[src/rtl/case_stream_converter.sv]
// case_stream_converter
// Streaming ASCII case converter: LANES bytes per beat, one-entry output
// register with valid/ready on both sides (latency 1, full throughput).
// Modes: 00 toggle, 01 upper, 10 lower, 11 title case. word_start_q tracks
// word position across lanes and beats in every mode.
// Optional build macro CASE_STREAM_STATS_EN adds saturating 16-bit
// upper_cnt / lower_cnt letter counters over accepted input beats.
//
// Handshake: a beat transfers on a rising edge where valid && ready are both
// high. in_ready = !out_valid || out_ready, so a held output that is being
// drained this cycle can be replaced in the same edge; valid never depends
// on ready.
module case_stream_converter #(
  parameter int LANES = 1
) (
  input  logic               clk,
  input  logic               rst,
  input  logic               in_valid,
  output logic               in_ready,
  input  logic [8*LANES-1:0] in,
  input  logic [1:0]         mode,
  output logic               out_valid,
  input  logic               out_ready,
  output logic [8*LANES-1:0] out,
  output logic [LANES-1:0]   cap
`ifdef CASE_STREAM_STATS_EN
  ,
  output logic [15:0]        upper_cnt,
  output logic [15:0]        lower_cnt
`endif
);

  logic               out_valid_q;
  logic [8*LANES-1:0] out_q, out_d;
  logic [LANES-1:0]   cap_q, cap_d;
  logic               word_start_q, word_start_d;
  logic               accept;

  assign in_ready  = !out_valid_q || out_ready;
  assign accept    = in_valid && in_ready;
  assign out_valid = out_valid_q;
  assign out       = out_q;
  assign cap       = cap_q;

  // Per-lane classification and conversion, word_start chained lane 0 upward.
  always_comb begin
    out_d        = '0;
    cap_d        = '0;
    word_start_d = word_start_q;
    for (int i = 0; i < LANES; i++) begin
      logic [7:0] b;
      logic       is_up;
      logic       is_lo;
      logic       flip;
      b     = in[8*i +: 8];
      is_up = (b >= 8'h41) && (b <= 8'h5A);
      is_lo = (b >= 8'h61) && (b <= 8'h7A);
      unique case (mode)
        2'b00:   flip = is_up || is_lo;
        2'b01:   flip = is_lo;
        2'b10:   flip = is_up;
        default: flip = word_start_d ? is_lo : is_up;
      endcase
      // Only bit 5 ever changes; non-letters never flip.
      out_d[8*i +: 8] = b ^ {2'b00, flip, 5'b00000};
      cap_d[i]        = is_up;
      word_start_d    = !(is_up || is_lo);
    end
  end

  // Output register and word position; untouched when nothing is accepted.
  always_ff @(posedge clk) begin
    if (rst) begin
      out_valid_q  <= 1'b0;
      out_q        <= '0;
      cap_q        <= '0;
      word_start_q <= 1'b1;
    end else if (accept) begin
      out_valid_q  <= 1'b1;
      out_q        <= out_d;
      cap_q        <= cap_d;
      word_start_q <= word_start_d;
    end else if (out_ready) begin
      out_valid_q  <= 1'b0;
    end
  end

`ifdef CASE_STREAM_STATS_EN
  logic [3:0]  up_sum, lo_sum;
  logic [16:0] up_add, lo_add;
  logic [15:0] upper_cnt_q, upper_cnt_d;
  logic [15:0] lower_cnt_q, lower_cnt_d;

  // Letters per beat summed across lanes, then added with saturation.
  always_comb begin
    up_sum = '0;
    lo_sum = '0;
    for (int i = 0; i < LANES; i++) begin
      logic [7:0] b;
      b      = in[8*i +: 8];
      up_sum = up_sum + {3'b000, (b >= 8'h41) && (b <= 8'h5A)};
      lo_sum = lo_sum + {3'b000, (b >= 8'h61) && (b <= 8'h7A)};
    end
    up_add      = {1'b0, upper_cnt_q} + {13'd0, up_sum};
    lo_add      = {1'b0, lower_cnt_q} + {13'd0, lo_sum};
    upper_cnt_d = up_add[16] ? 16'hFFFF : up_add[15:0];
    lower_cnt_d = lo_add[16] ? 16'hFFFF : lo_add[15:0];
  end

  // Counters advance only on accepted beats.
  always_ff @(posedge clk) begin
    if (rst) begin
      upper_cnt_q <= '0;
      lower_cnt_q <= '0;
    end else if (accept) begin
      upper_cnt_q <= upper_cnt_d;
      lower_cnt_q <= lower_cnt_d;
    end
  end

  assign upper_cnt = upper_cnt_q;
  assign lower_cnt = lower_cnt_q;
`endif

endmodule

[config.mk]
export PLATFORM = sky130hd
export DESIGN_NAME = case_stream_converter
export DESIGN_NICKNAME = d
export VERILOG_FILES = /design/src/rtl/case_stream_converter.sv
export SDC_FILE = /design/constraint.sdc
export NUM_CORES = 1
export LEC_CHECK = 0
export ABC_AREA = 1
export CAP_MARGIN = 20
export CORE_MARGIN = 2
export CORE_UTILIZATION = 30
export CTS_BUF_LIST = sky130_fd_sc_hd__clkbuf_16
export DETAILED_ROUTE_END_ITERATION = 6
export PLACE_DENSITY = 0.59
export RECOVER_POWER = 50
export SETUP_SLACK_MARGIN = 0.2
export SLEW_MARGIN = 20
export SYNTH_ARGS = -nofsm -noshare
export SYNTH_HDL_FRONTEND = slang
export SYNTH_SLANG_ARGS = --single-unit
[constraint.sdc]
create_clock -name clk -period 1.05 [get_ports clk]
set_input_delay 0.315 -clock clk [delete_from_list [all_inputs] [get_ports clk]]
set_output_delay 0.315 -clock clk [all_outputs]
set_load 0.05 [all_outputs]
==> impl_table.tex <==
\begin{tabular}{lr}
\hline
Metric & Value \\
\hline
\multicolumn{2}{l}{\textbf{Status}} \\
Run status & complete, but fails checks \\
Violations in the final reports & negative setup slack \\
\multicolumn{2}{l}{\textbf{STA}} \\
Slew of the pin with the lowest slew margin & about 180 ps \\
Minimum setup slack in the final design & -75.8 ps \\
Max-slew headroom at the worst pin & 88.1\% \\
TNS Setup & -94.6 ps \\
Final count of hold timing violations & 0 \\
Skew final & 1.25 ps \\
Final critical delay including setup and external delays & 1130 ps \\
Setup repair after global routing missed its margin & true \\
Number of pins exceeding their max-slew limit in the final report & 0 \\
Final setup violating endpoints & 2 \\
Max Clock Freq & 888 MHz \\
Ratio of final minimum period to clock period & 107\% \\
\multicolumn{2}{l}{\textbf{Drt}} \\
Number of nets with antenna violations after detailed routing & 0 \\
Average wire per cell in the routed design & 11.6 µm \\
Vias & 734 \\
Number of DRC violations after detailed routing & 0 \\
DRT Wirelength & 1840 µm \\
Via-to-Cell Ratio & roughly 4.6 \\
Initial DRT Pass Iterations & 4 \\
Count of routing violations after the opening detailed-route iteration & 8 \\
\multicolumn{2}{l}{\textbf{Floorplanning}} \\
Number of placement rows & 15 \\
Number of top-level pins & 25 \\
Die Span X & 47.1 µm \\
Starting density of the core & 32.0\% \\
Floorplan die height & 47.1 µm \\
Die Footprint & 2220 µm² \\
Placeable core region & 1750 µm² \\
\multicolumn{2}{l}{\textbf{Clock tree}} \\
Number of buffers on the longest clock path & 2 \\
Clock buffers created by TritonCTS & 3 \\
Clk Latency, worst-skew pair & 230 ps \\
CTS Root Cell & sky130\_fd\_sc\_hd\_\_clkbuf\_16 \\
Post-CTS clock slew at the launch and capture registers of the worst setup and hold paths & 40 ps \\
H-tree levels & 1 \\
Clock tree from TritonCTS & done \\
CTS Sinks & 11 \\
\multicolumn{2}{l}{\textbf{Pwr}} \\
Final Total Pwr & 0.00171 W \\
Max IR drop VDD & 900 µV \\
Leakage power of the design & slightly below 0.6 nW \\
Pwr dens & 1340 nW/µm² \\
\multicolumn{2}{l}{\textbf{Global route}} \\
Overall track demand over capacity in global routing & 18.1\% \\
Pin count of the biggest net entering global routing & 11 \\
Via count of the first global-routing pass & 648 \\
GRT Residual Overflow & 0 \\
Antenna violations before repair & 0 \\
Wire length of the first global-routing pass & roughly 2700 µm \\
\multicolumn{2}{l}{\textbf{Cells and area}} \\
Top library cells by usage in the layout, fill and taps aside & sky130\_fd\_sc\_hd\_\_buf\_4 (21), sky130\_fd\_sc\_hd\_\_nand2\_1 (14), sky130\_fd\_sc\_hd\_\_buf\_12 (11), sky130\_fd\_sc\_hd\_\_nor2\_2 (8), sky130\_fd\_sc\_hd\_\_dfxtp\_2 (7) \\
Diodes inserted & 0 \\
Post-synthesis to final-layout area growth & 129\% \\
Net count, final & approximately 150 \\
Filler-free cell count of the finished design & 159 \\
Fill cell total of the finished layout & around 130 \\
Most frequent standard cell in the layout excluding fill and tap cells & sky130\_fd\_sc\_hd\_\_buf\_4 \\
Share of cells above drive strength 1 & between 60\% and 70\% \\
Final cell utilization of the core & around three quarters \\
\multicolumn{2}{l}{\textbf{Synth}} \\
Count of cell types in the netlist & 15 \\
Area fraction in and, or, nand and nor cells after synthesis & 34.5\% \\
Warning count from the yosys run & 0 \\
Post-synthesis net count & 99 \\
Synthesized area divided by synthesized cell count & 6.57 µm² \\
Combined area of all synthesized cells & 558 µm² \\
Portion of netlist area occupied by mux cells & 0\% \\
Adder-cell share of the synthesized area & 0\% \\
Number of cells produced by synthesis & 85 \\
Largest family of logic cells by synthesized area & simple AND/OR/NAND/NOR gates \\
Sequential fraction of the synthesis area & about two fifths \\
Compound-gate portion of the synthesized area & 17.3\% \\
Synthesized-area fraction occupied by xor and xnor cells & 0\% \\
Synth Register Bits & 11 \\
\multicolumn{2}{l}{\textbf{Hold path}} \\
Hold WC Path Type & in2reg \\
\multicolumn{2}{l}{\textbf{Placed design}} \\
Placer's final routability congestion estimate & 0.805 \\
Port bufs & 24 \\
Number of placed instances with taps included & 139 \\
Final HPWL from detailed placement & 1150 µm \\
\multicolumn{2}{l}{\textbf{Worst setup path}} \\
Cell family with most CP delay & flip-flops \\
Arrival time at the worst endpoint & between 800 and 900 ps \\
Nature of the critical path startpoint & register \\
Slowest-stage cell, CP & sky130\_fd\_sc\_hd\_\_dfxtp\_4 \\
Critical path buffers and inverters & 1 \\
Largest fanout of any net on the critical path & 2 \\
Worst Setup End Kind & output port \\
Worst setup path category & reg2out \\
Cell-by-cell trace of the critical path & nand2\_8 -> buf\_12 \\
Crit-path max cell delay & about 380 ps \\
Required @ worst endpoint & approximately 730 ps \\
\multicolumn{2}{l}{\textbf{Job}} \\
Max-cap violation count & 0 \\
\hline
\end{tabular}
==> worst paths after layout <==
| kind | from | end | slack (ps) | cells past startpoint |
|---|---|---|---|---|
| min | in[5] | out[5]$_SDFFE_PP0P_ | 380 | 3 |
| min reg2reg | out[1]$_SDFFE_PP0P_ | out[1]$_SDFFE_PP0P_ | 500 | 2 |
| max | out_valid$_SDFFE_PP0P_ | in_ready | -80 | 2 |
| max reg2reg | out_valid$_SDFFE_PP0P_ | cap$_SDFFE_PP0P_ | 20 | 6 |
==> kinds of logic (layout without fill, tap and decap cells) <==
| family | count (synthesis) | in the layout |
|---|---|---|
| AO/OA/AOI/OAI | 18 | 18 |
| buffers and inverters | 12 | 61 |
| flip-flops | 11 | 11 |
| AND/OR/NAND/NOR | 44 | 44 |
==> tightest hold or removal path, delay by kind of cell <==
kind / cells / cell delay, ps
buf+inv: 1 / 120
simple gates: 1 / 90
compound gates: 1 / 50
==> layer usage <==
| layer | wire length [µm] | track usage, % |
|---|---|---|
| met4 | 16 | 8.33 |
| met2 | 1010 | 32.1 |
| met1 | 755 | 20.4 |
| met3 | 62 | 4.23 |
| met5 | 0 | 0 |
==> Yosys cell counts (all sizes together) <==
cell type  count  area share [%]
dfxtp         11              39
o211ai         1             1.3
inv           11             7.4
a21oi          8             7.8
nand2         21              15
nand3          8             8.1
o21ai          9             8.1
nand4          1             1.1
buf            1             1.3
nor2          14              10
==> layout make-up <==
cell class	count	area, µm²	area share (%)
clock buffers	3	75.1	5.87
clock inverters	1	3.75	0.294
inverters	11	51.3	4.01
multi-input cells	62	394	30.8
flip-flops and latches	11	240	18.8
well taps	25	31.3	2.45
repair buffers	45	474	37.1
repair inverters	1	8.76	0.685
==> power breakdown <==
group          internal, W  switching (W)  total (W)
clock network     0.000499       0.000179   0.000678
registers         0.000457      0.0000369   0.000494
logic             0.000262       0.000279   0.000541
==> repair_timing <==
| action | 4_1_cts | 5_1_grt |
|---|---|---|
| setup buffers | 9 | 6 |
| gates resized for setup | 55 | 17 |
| hold buffers | 0 | 0 |
| gates cloned | 1 | 0 |
| setup endpoints to repair | 22 | 22 |
| pin swaps | 9 | 9 |
==> through the flow <==
step	cell area (µm²)	hold slack, ps	worst slack, ps
after floorplan	608	374	-47.8
after global placement	1020	481	-562
after detailed placement	1020	492	-596
after CTS	1190	381	-88.3
after global routing	1280	403	-95.9
final	1280	380	-75.8
==> flip-flops by register name, indices dropped and copies added, names as in the netlist <==
signal        count
cap               1
out_valid         1
word_start_q      1
out               8
Power figures use the tool's default switching activity.
